## src/rtl/hash_round_ctrl_param.sv

```systemverilog
// Control FSM for the iterative hash core: word intake, absorb rounds,
// finalisation rounds and digest hand-off to the consumer.
module hash_round_ctrl_param #(
   parameter int STEPS        = 8,
   parameter int ROUNDS       = 12,
   parameter int FINAL_ROUNDS = 12,
   localparam int MAX_R   = (ROUNDS > FINAL_ROUNDS) ? ROUNDS : FINAL_ROUNDS,
   localparam int STEP_W  = (STEPS > 1) ? $clog2(STEPS) : 1,
   localparam int ROUND_W = (MAX_R > 1) ? $clog2(MAX_R) : 1
) (
   input  logic               clk,
   input  logic               rst_n,
   input  logic               start,
   input  logic               abort,
   input  logic               F_dr,
   input  logic               End_Of_File,
   input  logic               H_ack,
   output logic               F_rtr,
   output logic               validate_input,
   output logic               switch_operation,
   output logic               validate_R_H,
   output logic [STEP_W-1:0]  R_i,
   output logic [ROUND_W-1:0] R_r,
   output logic               busy,
   output logic               H_ready,
   output logic               start_err
);

   typedef enum logic [2:0] {
      S_IDLE,
      S_WAIT,
      S_ROUND,
      S_FINAL,
      S_DONE
   } state_t;

   localparam logic [STEP_W-1:0]  LAST_I = STEP_W'(STEPS - 1);
   localparam logic [ROUND_W-1:0] LAST_R = ROUND_W'(ROUNDS - 1);
   localparam logic [ROUND_W-1:0] LAST_F = ROUND_W'(FINAL_ROUNDS - 1);

   state_t             r_state;
   state_t             w_state_n;
   logic [STEP_W-1:0]  r_i;
   logic [STEP_W-1:0]  w_i_n;
   logic [ROUND_W-1:0] r_r;
   logic [ROUND_W-1:0] w_r_n;
   logic               r_last;
   logic               w_last_n;
   logic               r_serr;
   logic               w_step_end;
   logic               w_round_end;
   logic               w_final_end;
   logic [STEP_W-1:0]  w_i_inc;
   logic [ROUND_W-1:0] w_r_inc;

   assign w_step_end  = (r_i == LAST_I);
   assign w_round_end = w_step_end && (r_r == LAST_R);
   assign w_final_end = w_step_end && (r_r == LAST_F);
   assign w_i_inc     = r_i + 1'b1;
   assign w_r_inc     = r_r + 1'b1;

   always_comb begin
      w_state_n        = r_state;
      w_i_n            = r_i;
      w_r_n            = r_r;
      w_last_n         = r_last;
      F_rtr            = 1'b0;
      switch_operation = 1'b0;
      unique case (r_state)
         S_IDLE: begin
            if (start) w_state_n = S_WAIT;
         end
         S_WAIT: begin
            F_rtr = 1'b1;
            if (F_dr) begin
               w_last_n  = End_Of_File;
               w_state_n = S_ROUND;
            end else if (End_Of_File) begin
               switch_operation = 1'b1;
               w_state_n        = S_FINAL;
            end
         end
         S_ROUND: begin
            if (w_round_end) begin
               w_i_n = '0;
               w_r_n = '0;
               if (r_last) begin
                  switch_operation = 1'b1;
                  w_state_n        = S_FINAL;
               end else begin
                  w_state_n = S_WAIT;
               end
            end else if (w_step_end) begin
               w_i_n = '0;
               w_r_n = w_r_inc;
            end else begin
               w_i_n = w_i_inc;
            end
         end
         S_FINAL: begin
            if (w_final_end) begin
               w_i_n     = '0;
               w_r_n     = '0;
               w_state_n = S_DONE;
            end else if (w_step_end) begin
               w_i_n = '0;
               w_r_n = w_r_inc;
            end else begin
               w_i_n = w_i_inc;
            end
         end
         S_DONE: begin
            if (H_ack) w_state_n = S_IDLE;
         end
         default: begin
            w_state_n = S_IDLE;
         end
      endcase
      // abort overrides every normal transition, including start in IDLE
      if (abort) begin
         w_state_n = S_IDLE;
         w_i_n     = '0;
         w_r_n     = '0;
         w_last_n  = 1'b0;
      end
   end

   always_ff @(posedge clk) begin
      if (!rst_n) begin
         r_state <= S_IDLE;
         r_i     <= '0;
         r_r     <= '0;
         r_last  <= 1'b0;
         r_serr  <= 1'b0;
      end else begin
         r_state <= w_state_n;
         r_i     <= w_i_n;
         r_r     <= w_r_n;
         r_last  <= w_last_n;
         r_serr  <= start && !abort && (r_state != S_IDLE);
      end
   end

   assign validate_input = F_dr && F_rtr;
   assign validate_R_H   = validate_input || switch_operation;
   assign R_i            = r_i;
   assign R_r            = r_r;
   assign busy           = (r_state != S_IDLE);
   assign H_ready        = (r_state == S_DONE);
   assign start_err      = r_serr;

endmodule

```

## config.mk

```make
export PLATFORM = sky130hd
export DESIGN_NAME = hash_round_ctrl_param
export DESIGN_NICKNAME = d
export VERILOG_FILES = /design/src/rtl/hash_round_ctrl_param.sv
export SDC_FILE = /design/constraint.sdc
export NUM_CORES = 1
export LEC_CHECK = 0
export CORE_UTILIZATION = 47
export CTS_BUF_LIST = sky130_fd_sc_hd__clkbuf_4
export DETAILED_ROUTE_END_ITERATION = 8
export GPL_TIMING_DRIVEN = 0
export PLACE_DENSITY = 0.8
export SLEW_MARGIN = 20
export SYNTH_ARGS = -nofsm -noshare
export SYNTH_HDL_FRONTEND = slang
export SYNTH_SLANG_ARGS = --single-unit
```

## constraint.sdc

```tcl
create_clock -name clk -period 2 [get_ports clk]
set_clock_uncertainty 0.1 [all_clocks]
set_input_delay 0.2 -clock clk [delete_from_list [all_inputs] [get_ports clk]]
set_output_delay 0.2 -clock clk [all_outputs]
set_load 0.05 [all_outputs]
```

==> impl_metrics.json, run 1 <==
{
  "outcome": "completed",
  "drv_cap": 0,
  "slowest_delay_ns": 0.37,
  "synthTopCellsByArea": "dfxtp_1, mux2i_1, ha_1",
  "setup_violations": 0,
  "cpMostUsedCell": "ha_4",
  "syn_area_sq_um": 688.2,
  "grt_util_met2_pct": 33.87,
  "r2r_cells": 5,
  "rsz0062_at_grt": "yes",
  "coreArea_sq_mm": 0.001334,
  "fin_crit_ns": 1.971,
  "grt_max_degree": 11,
  "top_usage_layer": "met2",
  "yosysTopAreaCellShare_pct": 34.91,
  "hold_violations": 0,
  "htree_levels": 1,
  "dr.first_iter.drc_count": 13,
  "slew-limit-headroom_pct": 65.58,
  "worstPathRequired_ns": 1.70,
  "worstSetupPathType": "flip-flop to primary output",
  "instances_no_fill": 119,
  "fp.dieW_um": 40.27,
  "crit_chain": "ha_4 > ha_4 > and4b_1 > nand3_2 > a21oi_2 > buf_6",
  "ys_ff_latch": 12,
  "viasPerCell": 5.597,
  "clockBufferDepth": 2,
  "synth-edff-count": 0,
  "io_buffers": 20,
  "cts_buffers": 3,
  "yosys.area.top_type": "dfxtp_1",
  "area_growth_syn_to_layout_pct": 47.45,
  "synth_flop_cell": "dfxtp_1",
  "cts_tree": "built",
  "synthCells": 78,
  "whs_path_depth": 2,
  "vias": 666,
  "fp.dieH_um": 40.27,
  "grt_pass1_wl_mm": 2.242,
  "clock_tree.root_cell": "clkbuf_4",
  "leakagePower_nw": 0.3863,
  "start_kind": "flip-flop",
  "path_clk_slew_ns": 0.08,
  "grt.total_usage_pct": 21.35,
  "muxShareOfSynthArea_pct": 5.818,
  "worstPathArrival_ns": 1.67,
  "wl_per_cell_um": 14.23,
  "grtUsageMet1_pct": 26.09,
  "synth_xor_area_share_pct": 0,
  "synth-simple-area-share_pct": 30.73,
  "grt_pass1_vias": 510,
  "grt_use_met3_pct": 10.00,
  "fin_crit_sh_pct": 98.56,
  "initial_core_util_pct": 51.59,
  "clock-sinks": 12,
  "cts_hold_buf": 0,
  "slew_violations": 0,
  "firstDrtPassIters": 4,
  "dpl-instance-area_sq_um": 934.6,
  "synth_fp_nets": 88,
  "rows": 13,
  "grt.overflow.total": 0,
  "layout.cells.most_common_list": "clkdlybuf4s50_1, dfxtp_1, nor2_1",
  "pwr_density_cell_mw_per_mm2": 476.1,
  "yosys_warnings": 0,
  "dp_hpwl_mm": 1.093,
  "finalInstanceArea_sq_mm": 0.001015,
  "nNetsFinal": 115,
  "end_kind": "primary output",
  "clk_latency_ns": 0.28,
  "worstMarginPinSlew_ns": 0.5148,
  "antenna_found_initial": 0,
  "n_antenna_cell": 0,
  "synth_seq_area_share_pct": 34.91,
  "gp_congestion": 0.7815,
  "ys_types": 30,
  "synth-compound-area-share_pct": 15.45,
  "ant_nets": 0,
  "max_freq_ghz": 0.5073,
  "synth_top_family_by_area": "simple AND/OR/NAND/NOR gates",
  "num_io_pins": 21,
  "syn_area_per_cell_sq_um": 8.823,
  "crit_slowest_cell": "dfxtp_2",
  "die_area_sq_mm": 0.001621,
  "dp_cells": 113,
  "layout_commonest_cell": "clkdlybuf4s50_1",
  "cp_max_fo": 6,
  "ir_drop_uv": 378.9,
  "drive_above_1_share_pct": 25.96,
  "yosys.area_share.adder_pct": 5.455,
  "async_reset_ff_share_pct": 0,
  "hp-class": "flip-flop to flip-flop",
  "final_core_util_pct": 76.08,
  "drcViolationCount": 0,
  "totalWireLength_mm": 1.693
}
[cell type report]
cell class / instances / area, sq um
sequential: 12 / 246.5
clock buffer: 3 / 22.52
fill: 104 / 319.1
clock inverter: 1 / 3.754
tap: 15 / 18.77
multi-input combinational: 57 / 455.4
timing repair buffer: 22 / 215.2
buffer: 5 / 37.54
inverter: 4 / 15.01
[per-stage QoR]
stage                     hold slack, ns  setup WS, ns  power [mW]  TNS (ns)
after floorplan                   0.2459       -0.1399      0.2997   -0.1399
after global placement            0.3622       -0.4563      0.3285   -0.9740
after detailed placement          0.3774       -0.4555      0.3298   -0.9946
after CTS                         0.3896       0.01659      0.4881         0
after global routing              0.4148      -0.02571      0.5030  -0.02571
final                             0.3840       0.02887      0.4831         0
[final timing paths]
check / startpoint / end / slack [ns]
hold reg to reg: R_r[0] / R_r[0] / 0.38
setup reg to reg: R_i[1] / R_r[3] / 0.51
hold / removal: R_r[0] / R_r[0] / 0.38
setup / recovery: R_i[1] / switch_operation / 0.03
[logic make-up (layout without fill, tap and decap cells)]
kind of cell	after synthesis	in the layout
flip-flops	12	12
AND/OR/NAND/NOR	33	33
AO/OA/AOI/OAI	17	17
multiplexers	4	4
buffers and inverters	9	35
adder cells (fa/ha/maj)	3	3
[cells in the mapped netlist (all sizes together), types with 4 or more instances]
library cell / count
nor2: 6
buf: 5
mux2i: 4
o21ai: 4
a21oi: 6
dfxtp: 12
inv: 4
[flip-flops by register name, indices dropped and copies added, names as in the netlist]
register,cells
R_i,3
R_r,4
r_last,1
r_state,3
start_err,1
[power by group]
group	total [mW]	internal (mW)	switching, mW
sequential	0.241	0.240	0.000998
combinational	0.0820	0.0359	0.0461
clock	0.160	0.0725	0.0876
total	0.483	0.348	0.135
[worst max-delay path, delay by kind of cell, from the launching register on]
kind	cells	cell delay [ns]
AO/OA/AOI/OAI	1	0.19
adder cells (fa/ha/maj)	2	0.29
buffers and inverters	1	0.17
flip-flops	1	0.37
AND/OR/NAND/NOR	2	0.37
[routing by layer]
metal / vias up / share of wire (%)
li1: 334 / -
met1: 314 / 45
met2: 16 / 49
met3: 2 / 4.9
met4: 0 / 0.65
met5: - / 0
[repair_timing]
action,in CTS,in global routing
endpoints found under the setup margin,6,4
buffers inserted,0,2
pin swaps,2,1
gates resized for setup,22,7
Note: power is estimated with default switching activity, not from simulation.
==> inputs of run 2 (changes only) <==
- CAP_MARGIN: unset -> 40
==> results of run 2 <==
The final DEF is identical to that of run 1; final timing and power are the same.
==> inputs of run 3 (changes only) <==
- CORE_MARGIN: unset -> 3
- CORE_UTILIZATION: 47 -> 51
- CTS_CLUSTER_SIZE: unset -> 14
- PLACE_DENSITY: 0.8 -> 0.86
- clock period: 2 -> 2.5 ns (I/O delays scaled with it)
==> impl_metrics.json, run 3 (synthesis gave the netlist of run 1 again) <==
{
  "worstSetupPathType": "flip-flop to primary output",
  "num_io_pins": 21,
  "ir_drop_uv": 256.2,
  "drive_above_1_share_pct": 12.75,
  "finalWorstSetupSlack_ns": 0.1944,
  "grt_max_degree": 11,
  "drcViolationCount": 0,
  "dr.first_iter.drc_count": 24,
  "layout_commonest_cell": "clkdlybuf4s50_1",
  "totalWireLength_mm": 1.505,
  "firstDrtPassIters": 4,
  "io_buffers": 20,
  "dp_hpwl_mm": 1.142,
  "hold_violations": 0,
  "grt_pass1_vias": 601,
  "r2r_end": "R_r[3]",
  "setup_violations": 0,
  "whs_path_depth": 2,
  "leakagePower_nw": 0.3601,
  "instances_no_fill": 116,
  "vias": 657,
  "worstPathRequired_ns": 2.15,
  "coreArea_sq_mm": 0.001186,
  "hp-start": "R_i[1]",
  "largest_register_ffs": 4,
  "clockBufferDepth": 2,
  "r2r-start": "R_i[0]",
  "fin_crit_sh_pct": 92.22,
  "holdPathEnd": "R_i[1]",
  "cts_tree": "built",
  "final_core_util_pct": 77.74,
  "total_power_mw": 0.3819,
  "viasPerCell": 5.664,
  "worstMarginPinSlew_ns": 0.4944,
  "cts_buffers": 3,
  "grt.total_usage_pct": 18.47,
  "antenna_found_initial": 0,
  "pwr_density_cell_mw_per_mm2": 414.2,
  "gp_congestion": 0.7531,
  "wl_per_cell_um": 12.97,
  "end_kind": "primary output",
  "clk_latency_ns": 0.27,
  "ant_nets": 0,
  "fin_tns_setup_ns": 0,
  "r2r_cells": 5,
  "cp_max_fo": 7,
  "rows": 12,
  "start_kind": "flip-flop",
  "fin_crit_ns": 2.306,
  "pre_cts_ws_ns": 0.01868,
  "nNetsFinal": 113,
  "fp.dieH_um": 42.74,
  "grt.overflow.total": 0,
  "rrSetupSlack_ns": 0.80,
  "path_clk_slew_ns": 0.08,
  "worstPathArrival_ns": 1.96,
  "initial_core_util_pct": 58.02,
  "layout.cells.most_common_list": "clkdlybuf4s50_1, dfxtp_1, a21oi_1, nor2_1",
  "cp-startpoint": "R_i[0]",
  "slew-limit-headroom_pct": 66.94,
  "outcome": "completed",
  "clock_tree.root_cell": "clkbuf_4",
  "max_freq_ghz": 0.4337,
  "slew_violations": 0,
  "grt_pass1_wl_mm": 2.594,
  "hp-class": "flip-flop to flip-flop",
  "die_area_sq_mm": 0.001826,
  "htree_levels": 1,
  "fp.dieW_um": 42.74,
  "n_antenna_cell": 0,
  "dp_cells": 112,
  "area_growth_syn_to_layout_pct": 34.00,
  "clock-sinks": 12,
  "rsz0062_at_grt": "no",
  "drv_cap": 0
}
## run 3: changes by cell type in the layout (fill, tap and decap cells not counted), moves of 2 or more
cell | previous run | this run
clkdlybuf4s50_1 | 14 | 18
dfxtp_1 | 9 | 12
ha_1 | 0 | 3
a21oi_1 | 4 | 6
buf_4 | 2 | 0
buf_6 | 4 | 2
clkbuf_2 | 0 | 2
clkdlybuf4s15_1 | 2 | 0
dfxtp_2 | 2 | 0
dlygate4sd2_1 | 2 | 0
ha_4 | 2 | 0
nor3b_1 | 0 | 2
nor3b_2 | 2 | 0
## run 3: worst max-delay path by stage
stage / endpoint / slack, ns / cells after the start
after floorplan: switch_operation / -0.06 / 5
after global routing: switch_operation / 0.08 / 6
after CTS: switch_operation / 0.009 / 6
after detailed placement: switch_operation / 0.02 / 6
final: switch_operation / 0.19 / 6
after global placement: switch_operation / 0.05 / 6
## run 3: layout make-up
| type | count | area, sq um |
|---|---|---|
| inverter | 4 | 15.01 |
| timing repair buffer | 20 | 190.2 |
| multi-input combinational | 57 | 395.4 |
| tap | 14 | 17.52 |
| clock inverter | 1 | 3.754 |
| clock buffer | 3 | 22.52 |
| fill | 95 | 264.0 |
| buffer | 5 | 37.54 |
| sequential | 12 | 240.2 |
## run 3: where the power goes
group	leakage, nW	internal [mW]	switching, mW
Sequential	0.0969	0.193	0.000762
Clock	0.0154	0.0578	0.0680
Combinational	0.248	0.0275	0.0349
## run 3: metrics by stage
| step | hold slack (ns) | area, sq um |
|---|---|---|
| 3_5_place_dp | 0.3818 | 905.9 |
| 5_1_grt | 0.4163 | 922.1 |
| 6_report | 0.3966 | 922.1 |
| 4_1_cts | 0.3966 | 930.9 |
| 2_1_floorplan | 0.2959 | 688.2 |
| 3_3_place_gp | 0.3725 | 905.9 |
## run 3: repair_timing
action | in CTS | in global routing
gates resized for setup | 3 | 3
hold buffers | 0 | 0
setup endpoints to repair | 2 | 2
buffers inserted | 0 | 0
## run 3: worst max-delay path, cell delays in order (launching register included)
cell and delay (ns):
dfxtp_1 0.37, ha_1 0.17, ha_1 0.28, and4b_1 0.26, nand3_1 0.11, a21oi_1 0.20, clkbuf_2 0.30
## run 3: metal layers
metal / routed length (um) / global-route usage, %
met3: 86 / 3.814
met2: 690 / 30.84
met1: 716 / 23.26
met5: 0 / 0
met4: 12 / 6.211
==> edit 1: new RTL, flow settings as in run 2 <==
Set the parameter `ROUNDS` to 11 (it was 12).
--- a/src/rtl/hash_round_ctrl_param.sv
+++ b/src/rtl/hash_round_ctrl_param.sv
@@ -4,3 +4,3 @@
    parameter int STEPS        = 8,
-   parameter int ROUNDS       = 12,
+   parameter int ROUNDS       = 11,
    parameter int FINAL_ROUNDS = 12,
Formal check against the unedited RTL: no difference found for any inputs over 10 cycles, from zero or initial values and one cycle with rst_n low; that may be too few to reach the edited logic, so the function may still have changed.
==> edit 1 against run 2 <==
Power is 0.92% higher. Final area is 8.6% lower. Sequential cell count stayed put. Highest routed layer unchanged. Setup slack better by 0.070 ns. Wire length is 13% lower. Via count is 3.0% lower. Largest power group unchanged. Area after synthesis is 2.9% lower.
==> edit 1: results (changes against run 2) <==
metric;value;unit;change
status;finished clean;;
dp_hpwl;1040;um;-4.8%
htree_levels;1;;unchanged
reg2reg_to;r_state[0]$_SDFFE_PP0P_;;
synthCells;78;;unchanged
routed_wl;1470;um;-13%
endpoint;busy;;
drt_iter0_markers;16;;+3
n_fill_cell;96;;-7.7%
rr_worst_depth;7;;+2
grt_start_max_net_pins;11;;unchanged
grt_pass1_wl;2230;um;-0.62%
max-slew-margin-rel;66.9;%;+1.3 points
seq_area_frac_synth;36.0;%;+1.0 points
whs_path_depth;2;;unchanged
vias;646;;-3.0%
cp_data_arrival_time;1.60;ns;-0.07 ns
ff2ff_setup_slack;0.16;ns;-0.35 ns
reg2reg_from;R_i[0]$_SDFFE_PP0P_;;
drive_gt1_share;18.4;%;-7.5 points
synth_nets;89;;+1.1%
vdd_drop_max;0.000326;V;-14%
finalWeightedCongestion;0.729;;-6.7%
placed_cell_area;901;sq um;-3.6%
synthArstFlopShare;0;%;unchanged
grt_pass1_vias;497;;-2.5%
fin_worst_hold_slack;0.387;ns;+0.00266 ns
crit_start;r_state[2]$_SDFFE_PP0P_;;
synthTopCellsByArea;dfxtp_1 36%, ha_1 7.5%, nand2_1 6.2%, a21oi_1 4.5%, mux2i_1 4.5%;;
hp-start;R_i[1]$_SDFFE_PP0P_;;
synth_common_cells;12 x dfxtp_1, 11 x nand2_1, 7 x nor2_1;;
wl_per_cell;12.5;um;-12%
cp_max_fo;7;;+1
synth.distinct_cells;29;;-3.3%
num_rows;13;;unchanged
holdPathEnd;R_i[1]$_SDFFE_PP0P_;;
leakagePower;0.399;nW;+3.3%
track_usage;21.5;%;+0.19 points
-- edit 1: per-layer routing --
layer / track usage (%) / wire, um / vias to the layer above
met3: 5.11 / 72 / 5
met1: 27.5 / 709 / 298
li1: - / - / 328
met5: 0 / 0 / -
met4: 10.3 / 19 / 0
met2: 33.2 / 668 / 15
-- edit 1: cell type report --
cell class / count / area, sq um / share of cell area [%]
Sequential cell: 12 / 243 / 26.2
Inverter: 1 / 3.75 / 0.405
Timing Repair Buffer: 21 / 198 / 21.3
Clock buffer: 3 / 22.5 / 2.43
Tap cell: 15 / 18.8 / 2.02
Buffer: 3 / 18.8 / 2.02
Multi-Input combinational cell: 62 / 419 / 45.2
Clock inverter: 1 / 3.75 / 0.405
-- edit 1: worst max-delay path, stage by stage, from the launching register on --
cell,delay [ns]
dfxtp_1,0.39
or3_2,0.50
dlygate4sd2_1,0.43
-- edit 1: what timing repair did --
item	CTS	global route
buffers inserted	0	1
endpoints found under the setup margin	6	3
hold buffers	0	0
pin swaps	0	0
gates resized for setup	19	3
-- edit 1: cells by family (layout without fill, tap and decap cells) --
family | Yosys count | after routing | share of synthesized area [%]
muxes | 4 | 4 | 6.74
DFF | 12 | 12 | 36.0
and+or+nand+nor | 39 | 39 | 33.0
adders and majority gates | 4 | 4 | 7.49
AOI/OAI and AO/OA | 15 | 15 | 13.5
buffers and inverters | 4 | 29 | 3.37
-- edit 1: metrics by stage --
step	util (%)	setup slack [ns]
3_5_place_dp	68.4	-0.300
2_1_floorplan	-	-0.0492
4_1_cts	70.0	0.0292
5_1_grt	70.4	0.0221
6_report	70.4	0.0990
3_3_place_gp	68.4	-0.292
-- edit 1: report_power, final --
group          switching, mW  internal [mW]  total [mW]
registers            0.00221          0.242       0.244
logic                 0.0498         0.0334      0.0832
clock network         0.0881         0.0724       0.161
==> edit 2: new RTL, settings of run 2 <==
Made on the original files. Take the reset off `r_r` and load it in a clocked block of its own.
--- a/src/rtl/hash_round_ctrl_param.sv
+++ b/src/rtl/hash_round_ctrl_param.sv
@@ -131,3 +131,2 @@
          r_i     <= '0;
-         r_r     <= '0;
          r_last  <= 1'b0;
@@ -137,3 +136,2 @@
          r_i     <= w_i_n;
-         r_r     <= w_r_n;
          r_last  <= w_last_n;
@@ -141,2 +139,6 @@
       end
+   end
+
+   always_ff @(posedge clk) begin
+      r_r <= w_r_n;
    end
Check against the original RTL: same outputs for any inputs over 10 cycles, from zero or initial values and one cycle with rst_n low; that may be too few to reach the edited logic, so the function may still have changed.
==> edit 2 against run 2 <==
The run now ends with setup timing left. Synthesized cell count unchanged. Power is 2.4% higher. Sequential cell count stayed put. Critical endpoint is now validate_R_H. Global-route usage grew 2.7 points. Largest cell class unchanged. Wire length rose by 3.4%. First-iteration DRC count is 31% higher. Final area is 1.2% higher. Area after synthesis down 1.8%. Combinational power increased by 1%. Critical path type unchanged. Non-clock buffer count up 1. Setup slack worse by 0.092 ns.
==> edit 2: results (changes against run 2) <==
metric;value;unit;change
leakagePower;0.414;nW;+7.3%
finalWeightedCongestion;0.703;;-10%
dp_hpwl;1120;um;+2.0%
drive_gt1_share;28.0;%;+2.1 points
grt_pass1_vias;568;;+11%
violations;setup timing;;
setup_tns;-0.123;ns;-0.123 ns
timing.final.ws_setup;-0.0626;ns;-0.0915 ns
synthTopCellsByArea;dfxtp_1 36%, a21oi_1 5.9%, ha_1 5.6%, nor2_1 5.6%, nand2_1 4.4%;;
fin_worst_hold_slack;0.387;ns;+0.00348 ns
pg_comb;0.0828;mW;+1%
seq_area_frac_synth;35.6;%;+0.65 points
placed_cell_area;926;sq um;-0.94%
rr_worst_depth;8;;+3
fin_nets;118;;+2.6%
vias_per_cell;5.58;;-0.26%
status;finished, violations left;;
switching_share;26.4;%;-1.4 points
vdd_drop_max;0.000397;V;+4.8%
setup_viol;2;;+2
cp_data_arrival_time;1.76;ns;+0.09 ns
synth_common_cells;12 x dfxtp_1, 10 x nor2_1, 8 x a21oi_1, 8 x nand2_1, 4 x o21ai_0;;
synth.distinct_cells;32;;+6.7%
pwr-share-clk;34.7;%;+1.6 points
drt_iter0_markers;17;;+4
grt_pass1_wl;2520;um;+12%
wl_per_cell;14.4;um;+0.88%
synthCells;78;;unchanged
p_sw;0.131;mW;-2.9%
place_ws;-0.657;ns;-0.201 ns
track_usage;24.1;%;+2.7 points
max-slew-margin-rel;66.3;%;+0.73 points
cp_max_fo;3;;-3
ff2ff_setup_slack;0.18;ns;-0.33 ns
[edit 2: cell types whose count changed after synthesis, sizes merged, moves of 3 or more]
cell | before | now
mux2i | 4 | 1
nor2 | 6 | 10
buf | 5 | 2
nand2 | 3 | 8
[edit 2: cell families (layout without fill, tap and decap cells)]
logic type	after synthesis	after routing	synth area share, %
AND/OR/NAND/NOR	38	38	33.9
AO/OA/AOI/OAI	17	17	15.7
flip-flops	12	12	35.6
buffers and inverters	5	34	4.44
adder cells (fa/ha/maj)	3	3	5.56
multiplexers	3	3	4.81
[edit 2: final timing paths]
check                                          endpoint                start
worst max-delay path                       validate_R_H  R_i[1]$_SDFFE_PP0P_
worst max register to register  r_state[0]$_SDFFE_PP0P_  R_i[0]$_SDFFE_PP0P_
worst min-delay path                R_r[1]$_SDFFE_PP0P_  R_r[1]$_SDFFE_PP0P_
worst min register to register      R_r[1]$_SDFFE_PP0P_  R_r[1]$_SDFFE_PP0P_
[edit 2: cell type report]
cell class / instances / area, sq um
repair buffers: 25 / 246
flip-flops and latches: 12 / 251
multi-input cells: 61 / 450
inverters: 2 / 7.51
plain buffers: 3 / 22.5
well taps: 15 / 18.8
clock buffers: 4 / 30.0
fillers: 105 / 290
[edit 2: critical path, cell delays in order, from the launching register on]
cell,delay [ns]
dfxtp_4,0.37
ha_4,0.14
ha_4,0.12
nand4b_1,0.14
or4_4,0.49
nand2_4,0.10
buf_8,0.14
[edit 2: routing by layer]
layer  routed length, um  vias up  share of wire (%)  GRT usage (%)
met5                   0        -                  0              0
met4                  12        0               0.69           12.9
li1                    -      339                  -              -
met2                 914       22                 52           40.3
met3                  75        2                4.3           3.41
met1                 748      318                 43           29.1
